==> config.mk <==
export PLATFORM = sky130hd
export DESIGN_NAME = lc3_regfile_sb
export DESIGN_NICKNAME = d
export VERILOG_FILES = /design/src/rtl/lc3_regfile_sb.sv
export SDC_FILE = /design/constraint.sdc
export NUM_CORES = 1
export LEC_CHECK = 0
export BUFFER_PORTS_ARGS = -buffer_cell sky130_fd_sc_hd__clkbuf_2
export CAP_MARGIN = 25
export CORE_AREA = 2 2 140 142
export DETAILED_ROUTE_END_ITERATION = 10
export DIE_AREA = 0 0 142 144
export PLACE_DENSITY = 0.69
export REMOVE_ABC_BUFFERS = 1
export SETUP_SLACK_MARGIN = 0.15
export SLEW_MARGIN = 10
export SYNTH_ARGS = -nofsm -noshare
export SYNTH_HDL_FRONTEND = slang
export SYNTH_SLANG_ARGS = --single-unit
==> constraint.sdc <==
create_clock -name clk -period 6.3 [get_ports clk]
set_input_delay 0.315 -clock clk [delete_from_list [all_inputs] [get_ports clk]]
set_output_delay 0.315 -clock clk [all_outputs]
set_load 0.005 [all_outputs]
==> src/rtl/lc3_regfile_sb.sv <==
// ---------------------------------------------------------------------------
// lc3_regfile_sb
//
// Eight-entry 16-bit LC-3 general register file with a per-register
// pending-write scoreboard and the NZP condition codes.
//
// Decode reads SR1/SR2 combinationally and is told through STALL whether
// every operand it uses is ready. Decode reserves a destination with RSV at
// issue time, and writeback retires it with WE. Each register has a counter
// of in-flight writes that saturates at 2^CNT_W-1. Overflow, and underflow
// (a write with nothing reserved), set the sticky SB_ERR flag.
//
// Ports:
//   clk, rst           clock, asynchronous active-high reset
//   SR1, SR2           source register indices
//   SR1_USE, SR2_USE   decode needs that operand this cycle
//   SR1_OUT, SR2_OUT   combinational read data
//   STALL              a used operand is not ready
//   RSV, RSV_DR        reserve destination at issue (honoured only if !STALL)
//   WE, WB_DR, WB_DATA writeback strobe, destination and value
//   LD_CC              also update CC from WB_DATA (qualified by WE)
//   CC                 {N,Z,P}
//   SB_ERR             sticky scoreboard overflow/underflow flag
//
// Configuration macro: LC3_RF_BYPASS_EN
//   When defined, a same-cycle writeback is forwarded to the read ports.
//   It also releases a stall on its last outstanding write in that cycle.
// ---------------------------------------------------------------------------
module lc3_regfile_sb #(
  parameter int CNT_W = 2
) (
  input  logic        clk,
  input  logic        rst,
  input  logic [2:0]  SR1,
  input  logic [2:0]  SR2,
  input  logic        SR1_USE,
  input  logic        SR2_USE,
  output logic [15:0] SR1_OUT,
  output logic [15:0] SR2_OUT,
  output logic        STALL,
  input  logic        RSV,
  input  logic [2:0]  RSV_DR,
  input  logic        WE,
  input  logic [2:0]  WB_DR,
  input  logic [15:0] WB_DATA,
  input  logic        LD_CC,
  output logic [2:0]  CC,
  output logic        SB_ERR
);

  localparam logic [CNT_W-1:0] CNT_MAX = '1;
  localparam logic [CNT_W-1:0] CNT_ONE = CNT_W'(1);

  logic [15:0]      regs_q [8];
  logic [15:0]      regs_d [8];
  logic [CNT_W-1:0] cnt_q  [8];
  logic [CNT_W-1:0] cnt_d  [8];
  logic [2:0]       cc_q, cc_d;
  logic             sb_err_q, sb_err_d;

  logic             sr1_rdy, sr2_rdy;
  logic             rsv_ok;
  logic [7:0]       inc_vec, dec_vec;

  // -------------------------------------------------------------------------
  // Read ports and operand readiness
  // -------------------------------------------------------------------------
`ifdef LC3_RF_BYPASS_EN
  logic fwd1, fwd2;

  always_comb begin
    fwd1    = WE && (WB_DR == SR1);
    fwd2    = WE && (WB_DR == SR2);
    SR1_OUT = fwd1 ? WB_DATA : regs_q[SR1];
    SR2_OUT = fwd2 ? WB_DATA : regs_q[SR2];
    // The writeback in flight this cycle retires the last pending write.
    sr1_rdy = (cnt_q[SR1] == '0) || (fwd1 && (cnt_q[SR1] == CNT_ONE));
    sr2_rdy = (cnt_q[SR2] == '0) || (fwd2 && (cnt_q[SR2] == CNT_ONE));
  end
`else
  always_comb begin
    SR1_OUT = regs_q[SR1];
    SR2_OUT = regs_q[SR2];
    sr1_rdy = (cnt_q[SR1] == '0);
    sr2_rdy = (cnt_q[SR2] == '0);
  end
`endif

  assign STALL  = (SR1_USE && !sr1_rdy) || (SR2_USE && !sr2_rdy);
  // A reservation during a stall is dropped. Decode holds the instruction and retries.
  assign rsv_ok = RSV && !STALL;

  assign inc_vec = rsv_ok ? (8'b1 << RSV_DR) : 8'b0;
  assign dec_vec = WE     ? (8'b1 << WB_DR)  : 8'b0;

  // -------------------------------------------------------------------------
  // Next-state logic
  // -------------------------------------------------------------------------
  // NOTE: every _d variable takes its hold value first. Any path that skips an
  // assignment then keeps the old state instead of inferring a latch.
  always_comb begin
    regs_d   = regs_q;
    cnt_d    = cnt_q;
    cc_d     = cc_q;
    sb_err_d = sb_err_q;

    for (int r = 0; r < 8; r++) begin
      if (inc_vec[r] && !dec_vec[r]) begin
        if (cnt_q[r] == CNT_MAX) sb_err_d = 1'b1;        // overflow: drop it
        else                     cnt_d[r] = cnt_q[r] + CNT_ONE;
      end else if (dec_vec[r] && !inc_vec[r]) begin
        if (cnt_q[r] == '0)      sb_err_d = 1'b1;        // underflow: still write
        else                     cnt_d[r] = cnt_q[r] - CNT_ONE;
      end
    end

    // The data write does not depend on the scoreboard state.
    if (WE) begin
      regs_d[WB_DR] = WB_DATA;
      if (LD_CC)
        cc_d = {WB_DATA[15], (WB_DATA == 16'h0000),
                !WB_DATA[15] && (WB_DATA != 16'h0000)};
    end
  end

  // -------------------------------------------------------------------------
  // State registers
  // -------------------------------------------------------------------------
  // NOTE: the register array is reset too. Software expects R0..R7 to be zero
  // after reset. The array is only eight words, so this stays flops and
  // never maps to a RAM macro.
  always_ff @(posedge clk or posedge rst) begin
    if (rst) begin
      for (int i = 0; i < 8; i++) begin
        regs_q[i] <= '0;
        cnt_q[i]  <= '0;
      end
      cc_q     <= 3'b010;
      sb_err_q <= 1'b0;
    end else begin
      // NOTE: non-blocking updates, so every register samples pre-edge values.
      regs_q   <= regs_d;
      cnt_q    <= cnt_d;
      cc_q     <= cc_d;
      sb_err_q <= sb_err_d;
    end
  end

  assign CC     = cc_q;
  assign SB_ERR = sb_err_q;

endmodule

==> metrics <==
result of the run finished, violations left; violated checks hold timing; critical path type in -> reg; fin crit period 3170 ps; via count 5,732; IO Pins 72; CTS H-tree depth 4; cts bufs inserted 17; 1st-iter DRT viols 431; CP endpoint kind flip-flop; port buffer count 71; flop-to-flop setup slack 3200 ps; initial antenna violation count 0; Die Width 142 um; setup TNS 0 ps; hold violation count in the final report 7; Sink Count 148; Max Freq 315 MHz; largest net degree at the start of global routing 79; GRT Total Usage 21.5%; synthesis-to-layout area growth 13.7%; gpl congestion 0.814; Avg Inst Size Synth 13.3 sq um; Congestion Overflow GR 0; post-synthesis sequential area ratio 44.0%; Worst Max-Slew Pin Slew 900 ps; Slew headroom 40.0%; hold_ws -22.1 ps; Synth cell types 47; non-filler instance count after layout 946; placed cells 916; TritonCTS clock tree yes; Rows 51; Final Cycle Share 50.4%; Skew-Pair Late Insertion Delay 430 ps; max-cap viol count 0; Routed Antenna Nets 0; VDD IR-drop max 218 uV; Starting Density 44.1%; RSZ-0062 raised after global routing false; DIE AREA 20,400 sq um; EDFF count, synth 0; placed wire-length estimate 12,900 um; Core ar. 19,100 sq um; Total Wirelength 20,800 um; DIE HEIGHT 144 um; Fill cells 1,611; detailed-router iteration count before antenna repair 5; setup bufs post-CTS 0; Via density 6.06; FF-to-FF path depth 9; Post-CTS Resized 0; Async S/R FF share, synth 100%; ANT cells 0; Final nets 748; layout cell share with drive strength beyond 1 47.0%; PwrDens 315 nW/um^2; Reg-to-Reg Start cnt_q[12]$_DFFE_PP0P_; clock-pin slew on the worst setup and hold paths 60 ps; final setup vio count 0; Warnings, synthesis 0; Cells after Synth 634; DRC Markers 0; leak pwr 0.00407 uW; vias in the first global route 5,978; global-route wire length before repair 33,300 um; CP Max Fanout 34; hold_buf cts 0; post-synthesis cell area 8420 sq um; WL per Instance 22.0 um; Critical R2R Capture SB_ERR$_DFF_PP0_; HP Class in -> async; Post-synth top flop dfrtp_1; Max clock buf depth 2; Root Buffer clkbuf_16; CP required 6600 ps; crit path DAT 3470 ps; FF+latch count, synth 148; Slew Limit Fails 0; clock skew 5.49 ps; startpoint types input pin
-- worst max-delay path, stage by stage --
cell      delay, ps
clkbuf_2        230
buf_4           640
nor3b_1         270
o21bai_1        130
a32oi_2         400
and3_1          240
ha_1            220
nor4b_1          70
nor4_1          310
nand4_1         140
or4_1           470
-- cell families after synthesis --
family,Yosys count,synth area share (%)
buffers and inverters,48,2.51
adder cells (fa/ha/maj),16,2.38
flip-flops,148,44.0
AO/OA/AOI/OAI,43,3.51
multiplexers,215,37.2
AND/OR/NAND/NOR,164,10.4
-- how the worst max path moves through the flow --
stage	cells past startpoint	endpoint	startpoint	slack, ps
finish	11	SB_ERR$_DFF_PP0_	SR2[0]	3130
global placement	11	SB_ERR$_DFF_PP0_	SR2[0]	2760
floorplan	1	CC[0]$_DFFE_PP0P_	rst	2010
detailed placement	11	SB_ERR$_DFF_PP0_	SR2[0]	2690
CTS	11	SB_ERR$_DFF_PP0_	SR2[0]	3140
global route	11	SB_ERR$_DFF_PP0_	SR1[0]	2900
-- report_power, final --
| part | internal (uW) | switching (uW) |
|---|---|---|
| logic | 417 | 262 |
| registers | 1150 | 160 |
| clock network | 620 | 408 |
| total | 2180 | 830 |
-- synth_stat cells (all sizes together), types with 2 or more instances --
library cell | number | area (sq um)
o21bai | 3 | 22.5
o31a | 3 | 26.3
or4b | 2 | 23.8
o21ai | 22 | 110
buf | 19 | 103
a32oi | 2 | 25.0
nand4 | 4 | 25.0
and2 | 2 | 12.5
mux2i | 6 | 60.1
a311oi | 2 | 17.5
nand3 | 5 | 25.0
and3 | 5 | 31.3
mux4 | 64 | 1440
nand4b | 4 | 35.0
or3 | 4 | 25.0
nand2 | 75 | 282
nor4 | 5 | 31.3
nor2 | 13 | 51.3
nand2b | 4 | 25.0
ha | 16 | 200
o31ai | 2 | 15.0
inv | 9 | 33.8
nor3 | 8 | 50.1
a21oi | 2 | 10.0
nor4b | 12 | 105
clkbuf | 19 | 71.3
a31oi | 3 | 18.8
dfrtp | 147 | 3680
or2 | 2 | 12.5
nor2b | 10 | 62.6
nor3b | 4 | 30.0
nor4bb | 2 | 20.0
mux2 | 145 | 1630
-- per-layer routing --
metal | GRT usage [%] | routed length [um] | up-vias
met1 | 28.6 | 8960 | 3004
met5 | 0 | 0 | -
li1 | - | - | 2528
met3 | 4.64 | 1020 | 25
met4 | 4.95 | 227 | 0
met2 | 36.6 | 10600 | 175
-- cells in the final DEF (no fill, tap or decap), drive strengths merged, types with 3 or more instances in the layout --
cell    count
clkbuf     89
nor3b       4
nor2       13
nand3       5
nor4        5
a31oi       3
o31a        3
nand2b      4
nor2b      10
or3         4
o21bai      3
bufinv      3
nand2      75
clkinv      5
inv        12
nor4b      12
and3        5
nand4       4
mux2i       6
mux4       64
o21ai      22
nand4b      4
buf        11
dfrtp     147
ha         16
nor3        8
mux2      145
-- sequential cells by signal (all words and copies together) (netlist names) --
name and flops:
regs_q 128, SB_ERR 1, cnt_q 16, CC 3
-- final cells by class --
cell class | count | area (sq um) | share of cell area [%]
tap | 238 | 298 | 3.11
inverter | 10 | 42.5 | 0.444
sequential | 148 | 3700 | 38.7
timing repair buffer | 82 | 438 | 4.58
clock inverter | 12 | 155 | 1.62
clock buffer | 18 | 429 | 4.48
multi-input combinational | 438 | 4500 | 47.1
-- metrics by stage --
stage | hold WS (ps) | setup slack, ps | instance area, sq um | util (%) | total power, uW
2_1_floorplan | 420 | 2010 | 8240 | - | 1750
3_3_place_gp | 465 | 2760 | 8990 | 47.1 | 1940
3_5_place_dp | 482 | 2690 | 8990 | 47.1 | 2000
4_1_cts | 34.1 | 3140 | 9570 | 50.2 | 3030
5_1_grt | 47.2 | 2900 | 9570 | 50.2 | 3150
6_report | -22.1 | 3130 | 9570 | 50.2 | 3010
No activity file was read; power rests on OpenSTA's default activity.
